$ cat src/rtl/comp_seq.sv
// comp_seq: multi-cycle magnitude comparator.
// Compares a and b one chunkWidth slice per clock, starting with the MSB
// slice, and stops at the first slice that differs.
// Ports:
//   clk, rst    - clock, synchronous active-high reset
//   start       - request, sampled only while busy=0
//   a, b        - operands, captured on accepted start
//   signedMode  - 1 = two's-complement compare, 0 = unsigned
//   busy        - compare in progress
//   done        - one-cycle pulse when op becomes valid
//   op          - 100 a>b, 010 a==b, 001 a<b, 000 no result
module comp_seq #(
  parameter int busWidth   = 16,
  parameter int chunkWidth = 4
) (
  input  logic                clk,
  input  logic                rst,
  input  logic                start,
  input  logic [busWidth-1:0] a,
  input  logic [busWidth-1:0] b,
  input  logic                signedMode,
  output logic                busy,
  output logic                done,
  output logic [3:1]          op
);
  localparam int NCHUNK = busWidth / chunkWidth;
  localparam int JW     = (NCHUNK > 1) ? $clog2(NCHUNK) : 1;
  localparam logic [JW-1:0] LAST = JW'(NCHUNK - 1);
  localparam logic [busWidth-1:0] MSB_MASK = busWidth'(1) << (busWidth - 1);

  localparam logic [0:0] IDLE = 1'b0;
  localparam logic [0:0] CMP  = 1'b1;

  generate
    if (chunkWidth < 1 || (busWidth % chunkWidth) != 0) begin : g_bad_width
      $error("comp_seq: busWidth must be a non-zero multiple of chunkWidth");
    end
  endgenerate

  logic [0:0]    state;
  logic [JW-1:0] j;
  // Operands held as MSB-first slices; slice NCHUNK-1 is the top slice.
  logic [NCHUNK-1:0][chunkWidth-1:0] a_q, b_q;
  logic [chunkWidth-1:0] sa, sb;
  logic [busWidth-1:0]   flip;

  // Flipping the sign bit of both operands maps two's-complement order onto
  // unsigned order. The sign bit lives in the top slice, so doing it once at
  // capture is equivalent to flipping it whenever slice 0 is compared, and the
  // mode itself need not be kept.
  assign flip = signedMode ? MSB_MASK : '0;

  // Slice j counts from the top: j=0 selects the MSB slice.
  always_comb begin
    sa = '0;
    sb = '0;
    for (int i = 0; i < NCHUNK; i++) begin
      if (j == JW'(i)) begin
        sa = a_q[NCHUNK-1-i];
        sb = b_q[NCHUNK-1-i];
      end
    end
  end

  always_ff @(posedge clk) begin
    if (rst) begin
      state <= IDLE;
      busy  <= 1'b0;
      done  <= 1'b0;
      op    <= 3'b000;
      j     <= '0;
      a_q   <= '0;
      b_q   <= '0;
    end else begin
      done <= 1'b0;
      case (state)
        IDLE: begin
          if (start) begin
            a_q   <= a ^ flip;
            b_q   <= b ^ flip;
            busy  <= 1'b1;
            op    <= 3'b000;
            j     <= '0;
            state <= CMP;
          end
        end
        CMP: begin
          if (sa != sb) begin
            op    <= (sa > sb) ? 3'b100 : 3'b001;
            done  <= 1'b1;
            busy  <= 1'b0;
            state <= IDLE;
          end else if (j == LAST) begin
            op    <= 3'b010;
            done  <= 1'b1;
            busy  <= 1'b0;
            state <= IDLE;
          end else begin
            j <= j + 1'b1;
          end
        end
        default: state <= IDLE;
      endcase
    end
  end
endmodule

$ cat config.mk
export PLATFORM = sky130hd
export DESIGN_NAME = comp_seq
export DESIGN_NICKNAME = d
export VERILOG_FILES = /design/src/rtl/comp_seq.sv
export SDC_FILE = /design/constraint.sdc
export NUM_CORES = 1
export LEC_CHECK = 0
export ABC_CLOCK_PERIOD_IN_PS = 3190
export BUFFER_PORTS_ARGS = -buffer_cell sky130_fd_sc_hd__buf_2
export CAP_MARGIN = 30
export CORE_AREA = 2 2 116 62
export DETAILED_ROUTE_END_ITERATION = 12
export DIE_AREA = 0 0 118 64
export GPL_ROUTABILITY_DRIVEN = 0
export PLACE_DENSITY = 0.55
export SETUP_SLACK_MARGIN = 0.5
export SYNTH_ARGS = -nofsm -noshare
export SYNTH_HDL_FRONTEND = slang
export SYNTH_SLANG_ARGS = --single-unit
$ cat constraint.sdc
create_clock -name clk -period 3.19 [get_ports clk]
set_clock_uncertainty 0.1 [all_clocks]
set_input_delay 0.319 -clock clk [delete_from_list [all_inputs] [get_ports clk]]
set_output_delay 0.319 -clock clk [all_outputs]
set_load 0.02 [all_outputs]
== Yosys cells after proc, flatten, opt, wreduce, memory -nomap -nowiden ==
Cells that the tools add are included.
Widths: inputs -> output; s select.
Word-level totals
  output and inout port bits: 5
  bits in registers: 40
  input bits: 36
  word-level logic and storage cells: 59
Cells by class
  equal/unequal tests: 8
  muxes and demuxes: 28
  $lt $le $gt $ge: 1
  bitwise gates (word level): 3
  reductions and logical operators: 5
  add/subtract/negate cells: 1
Operator list (number)
  $mux 4: 8
  $xor 16x16->16: 2
  $mux 16: 1
  $mux 3: 4
  $mux 1: 8
  $mux 2: 3
  $ne 2x2->1 const B: 3
  $pmux 3 s2: 1
  $eq 2x2->1 const B: 2
  $gt 4x4->1: 1
  $ne 4x4->1: 1
  $pmux 1 s2: 2
  $pmux 2 s2: 1
  $reduce_and 2->1: 2
  $ne 3x1->1 const B: 1
  $reduce_and 3->1: 1
  $add 2x1->2 const B: 1
  $eq 2x1->1 const B: 1
  $logic_not 2->1: 1
  $reduce_or 2->1: 1
  $not 1->1: 1

== Longest topological paths before layout ==
Gate-level depths: netlist of the first run.
  depth after elaboration: 9
  mapped depth: 13

== Least setup slack after synthesis of the first run ==
Ideal clock, no wire load.
  kind: register to register
  start: reg j[0]
  end: reg op[2] in the netlist's numbering
  setup time: 0.128 ns
  arrival: 2.131 ns
  cell stages (with the launch flop): 14
  buffers on the path: 3
  data required time: 2.962 ns
  setup slack: 0.831 ns
  cell sequence: dfxtp_1 inv_1 ha_1 clkbuf_2 buf_2 a21oi_1 o21ai_0 a22oi_1 ha_1 and4_1 buf_6 a21o_1 a32oi_1 nor2_1
Between the ends
  word-level cells in the longest chain between the ends: 8
  elaborated cells between the ends (all ways): 17
Ends and longest elaborated chain
  from (decl): line 41  | logic [JW-1:0] j;
  from (signal assigned): line 99  | j <= j + 1'b1;
  $logic_not 2->1: line 58  | if (j == JW'(i)) begin
  $mux 4 (4 in a row): line 58
  $ne 4x4->1: line 88  | if (sa != sb) begin
  $mux 3 or $ne 3x1->1 (tied branches)
  $pmux 3 s2 or $reduce_and 2->1 (tied branches)
  to (signal assigned): line 89  | op <= (sa > sb) ? 3'b100 : 3'b001;
  to (decl): line 24  | output logic [3:1] op
Several ways; a longest one is shown, not always the timed one.
A chain may end at the register's enable or synchronous reset.

== Worst setup path in the final report of the first run ==
  start: reg j[1]
  end: reg op[3] in the netlist's numbering
Between the ends
  word-level cells in the longest chain between the ends: 9
  elaborated cells between the ends (all ways): 19
Ends and longest elaborated chain
  $logic_not 2->1: line 58
  $mux 4 (4 in a row): line 58
  $gt 4x4->1: line 89
  $mux 3: line 89
  $mux 3: line 88
  $pmux 3 s2: line 76  | case (state)
Several ways; a longest one is shown, not always the timed one.

==> out/qor.csv, run 1 <==
stage,metric,value,unit
drt,DR vias,1646,
global_routing,global-route wire length before repair,7230,um
worst_setup_path,critical-path maximum fanout,8,
drt,Via density,4.45,
floorplanning,Die ar.,0.00755,mm2
clocking,CTS Hold Bufs,0,
floorplanning,Die Height,64,um
logic_synthesis,Yosys warning count,0,
floorplanning,# rows,21,
floorplanning,Die Width,118,um
logic_synthesis,"area leader, netlist",dfxtp_1,
placement,Placed Cells,362,
placement,DP Area,0.00210,mm2
clocking,CTS tree,done,
worst_setup_path,worst path arrival time,2.54,ns
timing,count of final setup violators,0,
logic_synthesis,Mapped Avg Cell Area,7.76,um2
global_routing,vias in the first global route,1431,
min_path,Min-Delay Path Class,input port to flop,
cells_and_area,Final Cell Area,0.00229,mm2
worst_setup_path,CP required,3.27,ns
logic_synthesis,syn nets,290,
timing,Hold Fails Final Rpt,0,
timing,Final period util,76.9,%
drt,drt first pass iters,4,
drt,initial DRC count,93,
timing,Worst Tran Pin Value,0.740,ns
floorplanning,starting density of the core,29.4,%
clocking,"Reg clk slew, reported paths",0.06,ns
clocking,htree depth,2,
timing,worst rel slew slack,50.7,%
clocking,maximum root-to-sink buffer count,2,
timing,maximum clock frequency,408,MHz
timing,post-route minimum period,2.45,ns
pwr,Power Dens Cells,581,mW/mm2
pwr,worst vdd ir,0.254,mV
clocking,postcts setup bufs,0,
drt,Final ANT Viol Nets,0,
logic_synthesis,number of flops mapped to enable cells by yosys,0,
pwr,Pwr Total,1330,uW
logic_synthesis,sequential area share after synthesis,42.0,%
timing,setup TNS,0,ns
logic_synthesis,Yosys cell types,31,
floorplanning,IO Pins,41,
drt,drt wl/cell,12.3,um
cells_and_area,"most common cell after layout, fill and taps aside",nand2_1,
cells_and_area,final std cells w/o fill,370,
global_routing,largest net degree at the start of global routing,41,
global_routing,antenna violations before repair,0,
timing,Max Slew Vio Count,0,
worst_setup_path,critical path class,flop to flop,
logic_synthesis,asr flop ratio synth,0,%
cells_and_area,layout cells sized above 1,21.6,%
worst_setup_path,Startpoint Class,flop,
logic_synthesis,largest cells by area after synthesis,"dfxtp_1, nand2_1, a21oi_1, ha_1, buf_6",
worst_setup_path,CP endpoint kind,flop,
clocking,Resized Gates After CTS,0,
drt,Routed Wire Length,4560,um
pwr,leakage power,0.000911,uW
timing,RSZ-0062 raised after global routing,no,
logic_synthesis,number of synthesized register bits,40,
run,maxcap violations,0,
clocking,CTS root buf,clkbuf_16,
clocking,cts bufs inserted,5,
placement,I/O Buffers,40,
logic_synthesis,top cell type's share of synthesized area,42.0,%
cells_and_area,n_diodes,0,
logic_synthesis,post-synthesis cell area,0.00191,mm2
cells_and_area,# fillers,725,
cells_and_area,Layout area overhead,19.9,%
clocking,clock sinks,40,
global_routing,grt total ovfl,0,
logic_synthesis,dominant synthesized flop cell,dfxtp_1,
global_routing,GRT Total Usage,12.7,%
outcome,status,completed,
cells_and_area,"Net count, final",321,
drt,# DRC,0,
floorplanning,core area,0.00649,mm2
placement,post-DP HPWL,3280,um
logic_synthesis,Post-Synthesis Cells,246,
cells_and_area,most frequent cells in the layout,"nand2_1, a21oi_1, buf_2, dfxtp_1, nor2_1",
clocking,worst-skew pair later-pin latency,0.29,ns
==> cells in the mapped netlist, types with 3 or more instances <==
cell       n
inv_1      7
buf_4      3
buf_6      5
dfxtp_1   40
nand3b_1   4
a21oi_1   51
buf_2      5
nor2_1    12
a22oi_1    4
clkbuf_1   3
o21ai_0   10
ha_1       8
nand2_1   73
==> sequential cells by signal, summed over array words and instances (netlist names) <==
| register | flops |
|---|---|
| op | 3 |
| a_q | 16 |
| b_q | 16 |
| busy | 1 |
| done | 1 |
| state | 1 |
| j | 2 |
==> path summary, 6_finish.rpt <==
check         start      to  slack (ns)  depth (start not counted)
min            b[7]  b_q[7]        0.16                          3
max            j[1]   op[3]        0.74                         11
min reg2reg  b_q[6]  b_q[6]        0.35                          2
max reg2reg    j[1]   op[3]        0.74                         11
==> where the power goes <==
group	leakage, uW	internal, uW	switching, uW	total (uW)
clock	0.0000808	368	197	564
combinational	0.000501	83.7	123	207
sequential	0.000329	535	23.8	559
==> logic make-up after synthesis <==
logic type / count (synthesis) / synth area share (%)
simple gates: 97 / 21.4
buf+inv: 25 / 8.39
mux: 1 / 0.525
fa+ha+maj: 8 / 5.25
xor+xnor: 2 / 0.918
flops: 40 / 42.0
compound gates: 73 / 21.5
==> per-layer routing <==
layer  part of all wire (%)  global-route usage [%]
met5                      0                       0
met1                     58                    19.4
met4                    1.6                    5.42
met3                    6.8                    5.36
met2                     34                    14.7
==> critical path: stages (launching register included) <==
cell,delay [ns]
dfxtp_1,0.32
inv_1,0.13
ha_2,0.30
nand3b_1,0.10
a21oi_1,0.13
a21oi_1,0.05
o21ai_0,0.20
ha_1,0.30
and4_2,0.30
a21oi_2,0.17
nor2_1,0.06
a22o_1,0.20
==> per-stage QoR <==
stage	hold slack [ns]	util, %	worst slack (ns)
finish	0.165	35.3	0.738
global route	0.169	35.3	0.548
CTS	0.158	35.0	0.518
detailed placement	0.351	32.4	0.520
global placement	0.346	32.4	0.606
floorplan	0.336	-	0.831
==> area by class of cell <==
class	count	area, um2	share of cell area, %
Clock buffer	6	129	5.63
Clock inverter	2	35.0	1.53
Tap cell	92	115	5.03
Multi-Input combinational cell	181	966	42.2
Sequential cell	40	802	35.0
Timing Repair Buffer	42	215	9.40
Inverter	7	26.3	1.15
Power figures use the tool's default switching activity.
==> run 2, diff against run 1 <==
Settings changed: ABC_AREA from default to 1, ABC_CLOCK_PERIOD_IN_PS 3190 to 2060, CORE_AREA 2 2 116 62 to 2 2 117 62, DIE_AREA 0 0 118 64 to 0 0 119 64, PLACE_DENSITY 0.55 to 0.57.
Clock period 3.19 ns to 2.06 ns, I/O delays scaled along.
==> out/qor.csv, run 2 <==
stage,metric,value,unit,change
outcome,status,"complete, but fails checks",,
outcome,failing checks,negative setup slack,,
logic_synthesis,syn nets,300,,+3.4%
worst_setup_path,cell family with most CP delay,simple AND/OR/NAND/NOR gates,,
logic_synthesis,Synth Area in Compound Gates,17.6,%,-3.9 points
cells_and_area,Util after Layout,39.2,%,+4.0 points
global_routing,largest net degree at the start of global routing,34,,-17%
logic_synthesis,dominant synthesized flop cell,dfxtp_1,,
cells_and_area,final std cells w/o fill,398,,+7.6%
cells_and_area,layout cells sized above 1,37.9,%,+16 points
clocking,worst-skew pair later-pin latency,0.28,ns,about the same
cells_and_area,Layout area overhead,32.0,%,
timing,worst rel slew slack,69.6,%,+19 points
drt,Routed Wire Length,4790,um,+5.2%
worst_setup_path,CP endpoint kind,flop,,
timing,count of final setup violators,6,,+6
worst_setup_path,R2R cell count,17,,+6
logic_synthesis,post-synthesis cell area,0.00195,mm2,+2.0%
logic_synthesis,most common library cells after synthesis,"nor2_1, dfxtp_1, nand2_1",,
worst_setup_path,CP required,2.14,ns,-1.13 ns
clocking,CTS root buf,clkbuf_16,,
logic_synthesis,Yosys cell types,21,,-32%
cells_and_area,most frequent cells in the layout,"nor2_1, buf_2, dfxtp_1, nand2_1, o21ai_0",,
cells_and_area,"most common cell after layout, fill and taps aside",nor2_1,,
timing,setup slack after layout,-0.0893,ns,-0.827 ns
logic_synthesis,adder-cell share of the synthesized area,5.14,%,-0.10 points
min_path,Worst Hold Path Cells,3,,unchanged
floorplanning,IO Pins,41,,unchanged
min_path,hold path start,b[7],,
drt,DR vias,1793,,+8.9%
pwr,Pwr Total,2530,uW,+90%
floorplanning,starting density of the core,29.7,%,+0.34 points
drt,drt wl/cell,12.0,um,-2.2%
logic_synthesis,sequential area share after synthesis,41.2,%,-0.81 points
clocking,clock sinks,40,,unchanged
timing,setup TNS,-0.425,ns,-0.425 ns
floorplanning,core area,0.00654,mm2,+0.81%
logic_synthesis,Yosys warning count,0,,unchanged
pwr,Power Dens Cells,984,mW/mm2,+69%
placement,DP Area,0.00230,mm2,+9.5%
logic_synthesis,asr flop ratio synth,0,%,unchanged
timing,Worst Tran Pin Value,0.455,ns,-0.285 ns
timing,maximum clock frequency,465,MHz,+14%
global_routing,antenna violations before repair,0,,unchanged
drt,initial DRC count,77,,-17%
worst_setup_path,critical-path maximum fanout,7,,-1
clocking,CTS Hold Bufs,0,,unchanged
pwr,worst vdd ir,0.369,mV,+46%
worst_setup_path,reg2reg setup slack,-0.09,ns,-0.83 ns
clocking,cts bufs inserted,5,,unchanged
global_routing,grt total ovfl,0,,unchanged
worst_setup_path,Reg2Reg Launch Point,j[1],,
pwr,leakage power,0.00117,uW,+29%
timing,Hold Fails Final Rpt,0,,unchanged
drt,Via density,4.51,,+1.3%
worst_setup_path,Startpoint Class,flop,,
logic_synthesis,number of flops mapped to enable cells by yosys,0,,unchanged
min_path,Min-Delay Path Class,input port to flop,,
logic_synthesis,largest cells by area after synthesis,"dfxtp_1, nor2_1, o21ai_0, nand2_1, ha_1",,
drt,Final ANT Viol Nets,0,,unchanged
worst_setup_path,reg2reg end,j[0],,
placement,post-DP HPWL,3450,um,+5.2%
global_routing,global-route wire length before repair,8310,um,+15%
logic_synthesis,simple-gate share of the synthesized area,26.8,%,+5.4 points
cells_and_area,"Net count, final",349,,+8.7%
worst_setup_path,WP buf/inv,3,,+2
worst_setup_path,CP max stage delay,0.37,ns,+0.05 ns
global_routing,GRT Total Usage,13.6,%,+0.89 points
logic_synthesis,Post-Synth XOR/XNOR Area,0.900,%,-0.018 points
drt,drt first pass iters,4,,unchanged
global_routing,vias in the first global route,1769,,+24%
worst_setup_path,critical path cell sequence,"inv_4, ha_4, inv_6, buf_6, nand3_2, nand3_2, o21ai_1, nand2_1, o21ai_1, ha_1, nand2_2, nor2_8, nand2_2, nand2_2, nand2_2, nor2_1, nor2_1",,
worst_setup_path,"slowest stage cell, crit path",dfxtp_4,,
clocking,htree depth,2,,unchanged
floorplanning,Die Width,119,um,+0.85%
timing,post-route minimum period,2.15,ns,-0.303 ns
placement,I/O Buffers,40,,unchanged
logic_synthesis,"area leader, netlist",dfxtp_1,,
clocking,maximum root-to-sink buffer count,2,,unchanged
clocking,CTS tree,done,,
logic_synthesis,Post-Synthesis Cells,256,,+4.1%
timing,RSZ-0062 raised after global routing,yes,,
drt,# DRC,0,,unchanged
cells_and_area,# fillers,679,,-6.3%
timing,Max Slew Vio Count,0,,unchanged
worst_setup_path,"most used cell, CP",nand2_2,,
floorplanning,Die ar.,0.00762,mm2,+0.85%
logic_synthesis,mux cell area share after synthesis,0,%,-0.52 points
timing,Final period util,104,%,+27 points
logic_synthesis,most frequent cell after synthesis,nor2_1,,
floorplanning,Die Height,64,um,unchanged
run,maxcap violations,0,,unchanged
floorplanning,# rows,21,,unchanged
cells_and_area,Final Cell Area,0.00257,mm2,+12%
min_path,hold endpoint,b_q[7],,
worst_setup_path,critical path class,flop to flop,,
cells_and_area,largest registers,"a_q: 16 flops, b_q: 16 flops, op: 3 flops",,
logic_synthesis,top cell type's share of synthesized area,41.2,%,-0.81 points
worst_setup_path,worst path arrival time,2.23,ns,-0.31 ns
placement,Placed Cells,386,,+6.6%
logic_synthesis,main combinational cell family by area after synthesis,simple AND/OR/NAND/NOR gates,,
cells_and_area,n_diodes,0,,unchanged
logic_synthesis,Mapped Avg Cell Area,7.60,um2,-2.0%
logic_synthesis,number of synthesized register bits,40,,unchanged
clocking,"Reg clk slew, reported paths",0.06,ns,about the same
run 2: cell types whose count changed in the layout (fill, tap and decap cells not counted), moves of 4 or more:
cell,delta
o21ai_0,+12
nand3b_1,-4
buf_4,+10
nor2_1,+42
inv_4,+4
a22oi_1,-4
buf_6,+5
a21oi_2,+6
a21oi_1,-40
nand2_1,-50
nand3_1,+6
o21ai_1,+21
nor2_2,+15
nand2_2,+9
run 2: tightest hold or removal path: stages:
cell and delay (ns):
buf_2 0.07, nor2_1 0.03, nor2_1 0.08
run 2: report_power, final:
part	total [uW]	internal [uW]	switching, uW
registers	931	866	65.4
clock network	860	569	291
logic	736	300	435
total	2530	1740	791
run 2: worst max-delay path by stage:
| stage | start | to | cells past startpoint |
|---|---|---|---|
| after floorplan | j[1] | op[3] | 15 |
| after global placement | j[1] | op[3] | 15 |
| after detailed placement | j[1] | op[1] | 15 |
| after CTS | j[1] | j[0] | 17 |
| after global routing | j[1] | j[0] | 17 |
| final | j[1] | j[0] | 17 |
run 2: cells by family (layout without fill, tap and decap cells):
group | count (synthesis) | in the layout
AO/OA/AOI/OAI | 64 | 64
buffers and inverters | 27 | 77
XOR/XNOR | 2 | 2
flip-flops | 40 | 40
adder cells (fa/ha/maj) | 8 | 8
AND/OR/NAND/NOR | 115 | 115
run 2: through the flow:
stage / hold slack, ns / setup WS [ns]
6_report: 0.0471 / -0.0893
5_1_grt: 0.0567 / -0.236
4_1_cts: 0.0516 / -0.0551
3_5_place_dp: 0.337 / -0.142
3_3_place_gp: 0.328 / -0.0502
2_1_floorplan: 0.234 / 0.0741
run 2: repair_timing:
item,4_1_cts,5_1_grt
buffers inserted,4,0
pin swaps,6,7
endpoints found under the hold margin,0,0
resized for setup,18,7
endpoints found under the setup margin,8,8
run 2: cell type report:
| type | count | area, um2 | area share, % |
|---|---|---|---|
| multi-input cells | 189 | 1070 | 41.8 |
| flip-flops and latches | 40 | 808 | 31.5 |
| repair buffers | 57 | 347 | 13.5 |
| clock buffers | 6 | 129 | 5.02 |
| well taps | 92 | 115 | 4.48 |
| inverters | 12 | 60.1 | 2.34 |
| clock inverters | 2 | 35.0 | 1.36 |
run 2: routing by layer:
metal	vias up	wire length [um]	share of wire, %	global-route usage (%)
met2	30	2110	44	21.6
met1	821	2400	50	18.1
met5	-	0	0	0
met4	0	67	1.4	4.02
li1	933	-	-	-
met3	9	212	4.4	3.93
==> run 3, diff against run 2 <==
Settings changed: ABC_AREA 1 to default, CORE_AREA 2 2 117 62 to 2 2 116 62, DIE_AREA 0 0 119 64 to 0 0 118 64.
==> out/qor.csv, run 3 (same netlist as run 1, synthesis figures left out) <==
stage,metric,value,unit,change
outcome,status,"complete, but fails checks",,
cells_and_area,layout cells sized above 1,30.8,%,-7.1 points
clocking,cts bufs inserted,5,,unchanged
timing,post-route minimum period,2.32,ns,+0.173 ns
cells_and_area,"most common cell after layout, fill and taps aside",nand2_1,,
global_routing,antenna violations before repair,0,,unchanged
drt,Final ANT Viol Nets,0,,unchanged
clocking,CTS tree,done,,
cells_and_area,"Net count, final",339,,-2.9%
cells_and_area,final std cells w/o fill,387,,-2.8%
run,maxcap violations,0,,unchanged
timing,Hold Fails Final Rpt,0,,unchanged
cells_and_area,largest registers,"a_q: 16 flops, b_q: 16 flops, op: 3 flops",,
cells_and_area,n_diodes,0,,unchanged
clocking,worst-skew pair later-pin latency,0.28,ns,about the same
timing,Final period util,113,%,+8.4 points
worst_setup_path,CP Launch Point,j[1],,
floorplanning,starting density of the core,29.4,%,-0.34 points
drt,Routed Wire Length,4950,um,+3.2%
floorplanning,# rows,21,,unchanged
timing,Worst Tran Pin Value,0.358,ns,-0.0972 ns
placement,post-DP HPWL,3570,um,+3.5%
placement,Placed Cells,370,,-4.1%
pwr,leakage power,0.00102,uW,-13%
floorplanning,Die Height,64,um,unchanged
clocking,clock sinks,40,,unchanged
timing,count of final setup violators,7,,+1
drt,initial DRC count,104,,+35%
worst_setup_path,Startpoint Class,flop,,
timing,RSZ-0062 raised after global routing,yes,,
drt,DR vias,1723,,-3.9%
outcome,failing checks,negative setup slack,,
timing,Fin Hold WS,0.0548,ns,+0.00771 ns
global_routing,grt total ovfl,0,,unchanged
placement,I/O Buffers,40,,unchanged
worst_setup_path,critical path class,flop to flop,,
clocking,CTS root buf,clkbuf_16,,
floorplanning,core area,0.00649,mm2,-0.80%
drt,drt wl/cell,12.8,um,+6.1%
global_routing,largest net degree at the start of global routing,31,,-8.8%
global_routing,global-route wire length before repair,8020,um,-3.5%
cells_and_area,most frequent cells in the layout,"nand2_1, a21oi_1, buf_2, dfxtp_1, buf_4",,
worst_setup_path,critical path cell sequence,"inv_4, ha_4, buf_6, nand3b_1, a21oi_2, a21oi_2, o21ai_1, ha_1, and4_4, a21o_1, a32oi_1, nor2_1",,
floorplanning,Die ar.,0.00755,mm2,-0.84%
drt,# DRC,0,,unchanged
worst_setup_path,"slowest stage cell, crit path",dfxtp_2,,
drt,Via density,4.45,,-1.2%
cells_and_area,Layout area overhead,31.1,%,
clocking,maximum root-to-sink buffer count,2,,unchanged
timing,worst rel slew slack,76.1,%,+6.5 points
floorplanning,IO Pins,41,,unchanged
drt,drt first pass iters,4,,unchanged
clocking,htree depth,2,,unchanged
min_path,Min-Delay Path Class,input port to flop,,
worst_setup_path,CP endpoint kind,flop,,
min_path,hold path start,a[4],,
floorplanning,Die Width,118,um,-0.84%
clocking,"Reg clk slew, reported paths",0.05,ns,about the same
worst_setup_path,"most used cell, CP",a21oi_2,,
global_routing,GRT Total Usage,13.9,%,+0.24 points
pwr,worst vdd ir,0.245,mV,-34%
pwr,Power Dens Cells,807,mW/mm2,-18%
worst_setup_path,CP max stage delay,0.35,ns,-0.02 ns
worst_setup_path,reg2reg setup slack,-0.26,ns,-0.17 ns
timing,maximum clock frequency,431,MHz,-7.4%
worst_setup_path,CP required,2.13,ns,about the same
cells_and_area,# fillers,703,,+3.5%
global_routing,vias in the first global route,1651,,-6.7%
timing,Max Slew Vio Count,0,,unchanged
worst_setup_path,Reg2Reg Launch Point,j[1],,
worst_setup_path,worst path arrival time,2.39,ns,+0.16 ns
worst_setup_path,critical-path maximum fanout,8,,+1
clocking,CTS Hold Bufs,0,,unchanged
timing,setup slack after layout,-0.262,ns,-0.173 ns
cells_and_area,Util after Layout,38.6,%,-0.68 points
run 3: cell types whose count changed in the layout (fill, tap and decap cells not counted), sizes merged, moves of 2 or more:
cell,change
o211ai,-3
nor2,-60
nand3,-9
o21ai,-33
inv,-5
nand2,+39
a21oi,+34
nand2b,+2
buf,+3
a22oi,+4
a211oi,+3
nand3b,+4
run 3: repair_timing:
item,4_1_cts,5_1_grt
setup buffers,8,2
resized for setup,29,5
pin swaps,16,8
endpoints found under the setup margin,24,37
run 3: layout make-up:
cell class                 count  area [um2]  share of cell area [%]
clock inverter                 1        5.00                   0.200
timing repair buffer          60         374                    15.0
sequential                    40         806                    32.2
multi-input combinational    181        1040                    41.7
clock buffer                   6         129                    5.15
tap                           92         115                    4.60
inverter                       7        28.8                    1.15
run 3: worst paths after layout:
check	to	cells after the start
setup / recovery	op[2]	12
hold / removal	a_q[4]	3
setup reg to reg	op[2]	12
hold reg to reg	a_q[10]	2
run 3: worst max-delay path, delay by kind of cell (launching register included):
family | cells | cell delay [ns]
fa+ha+maj | 2 | 0.45
flops | 1 | 0.35
simple gates | 3 | 0.44
compound gates | 5 | 0.67
buf+inv | 2 | 0.18
run 3: where the power goes:
group / internal, uW / total (uW) / switching (uW)
sequential: 828 / 866 / 38.3
clock: 439 / 727 / 287
combinational: 197 / 427 / 230
run 3: metrics by stage:
stage / total power [uW] / setup slack [ns] / area [um2] / TNS, ns
final: 2020 / -0.262 / 2500 / -1.53
after global routing: 2140 / -0.363 / 2500 / -2.27
after CTS: 2030 / -0.249 / 2470 / -1.25
after detailed placement: 1220 / -0.514 / 2200 / -3.04
after global placement: 1210 / -0.370 / 2200 / -2.21
after floorplan: 1130 / -0.204 / 1950 / -0.880
run 3: layer usage:
layer | vias to the layer above | wire, um | global-route usage [%] | share of wire (%)
li1 | 918 | - | - | -
met1 | 759 | 2730 | 20.3 | 55
met2 | 39 | 1910 | 18.6 | 39
met3 | 7 | 245 | 4.55 | 5.0
met4 | 0 | 65 | 4.97 | 1.3
met5 | - | 0 | 0 | 0
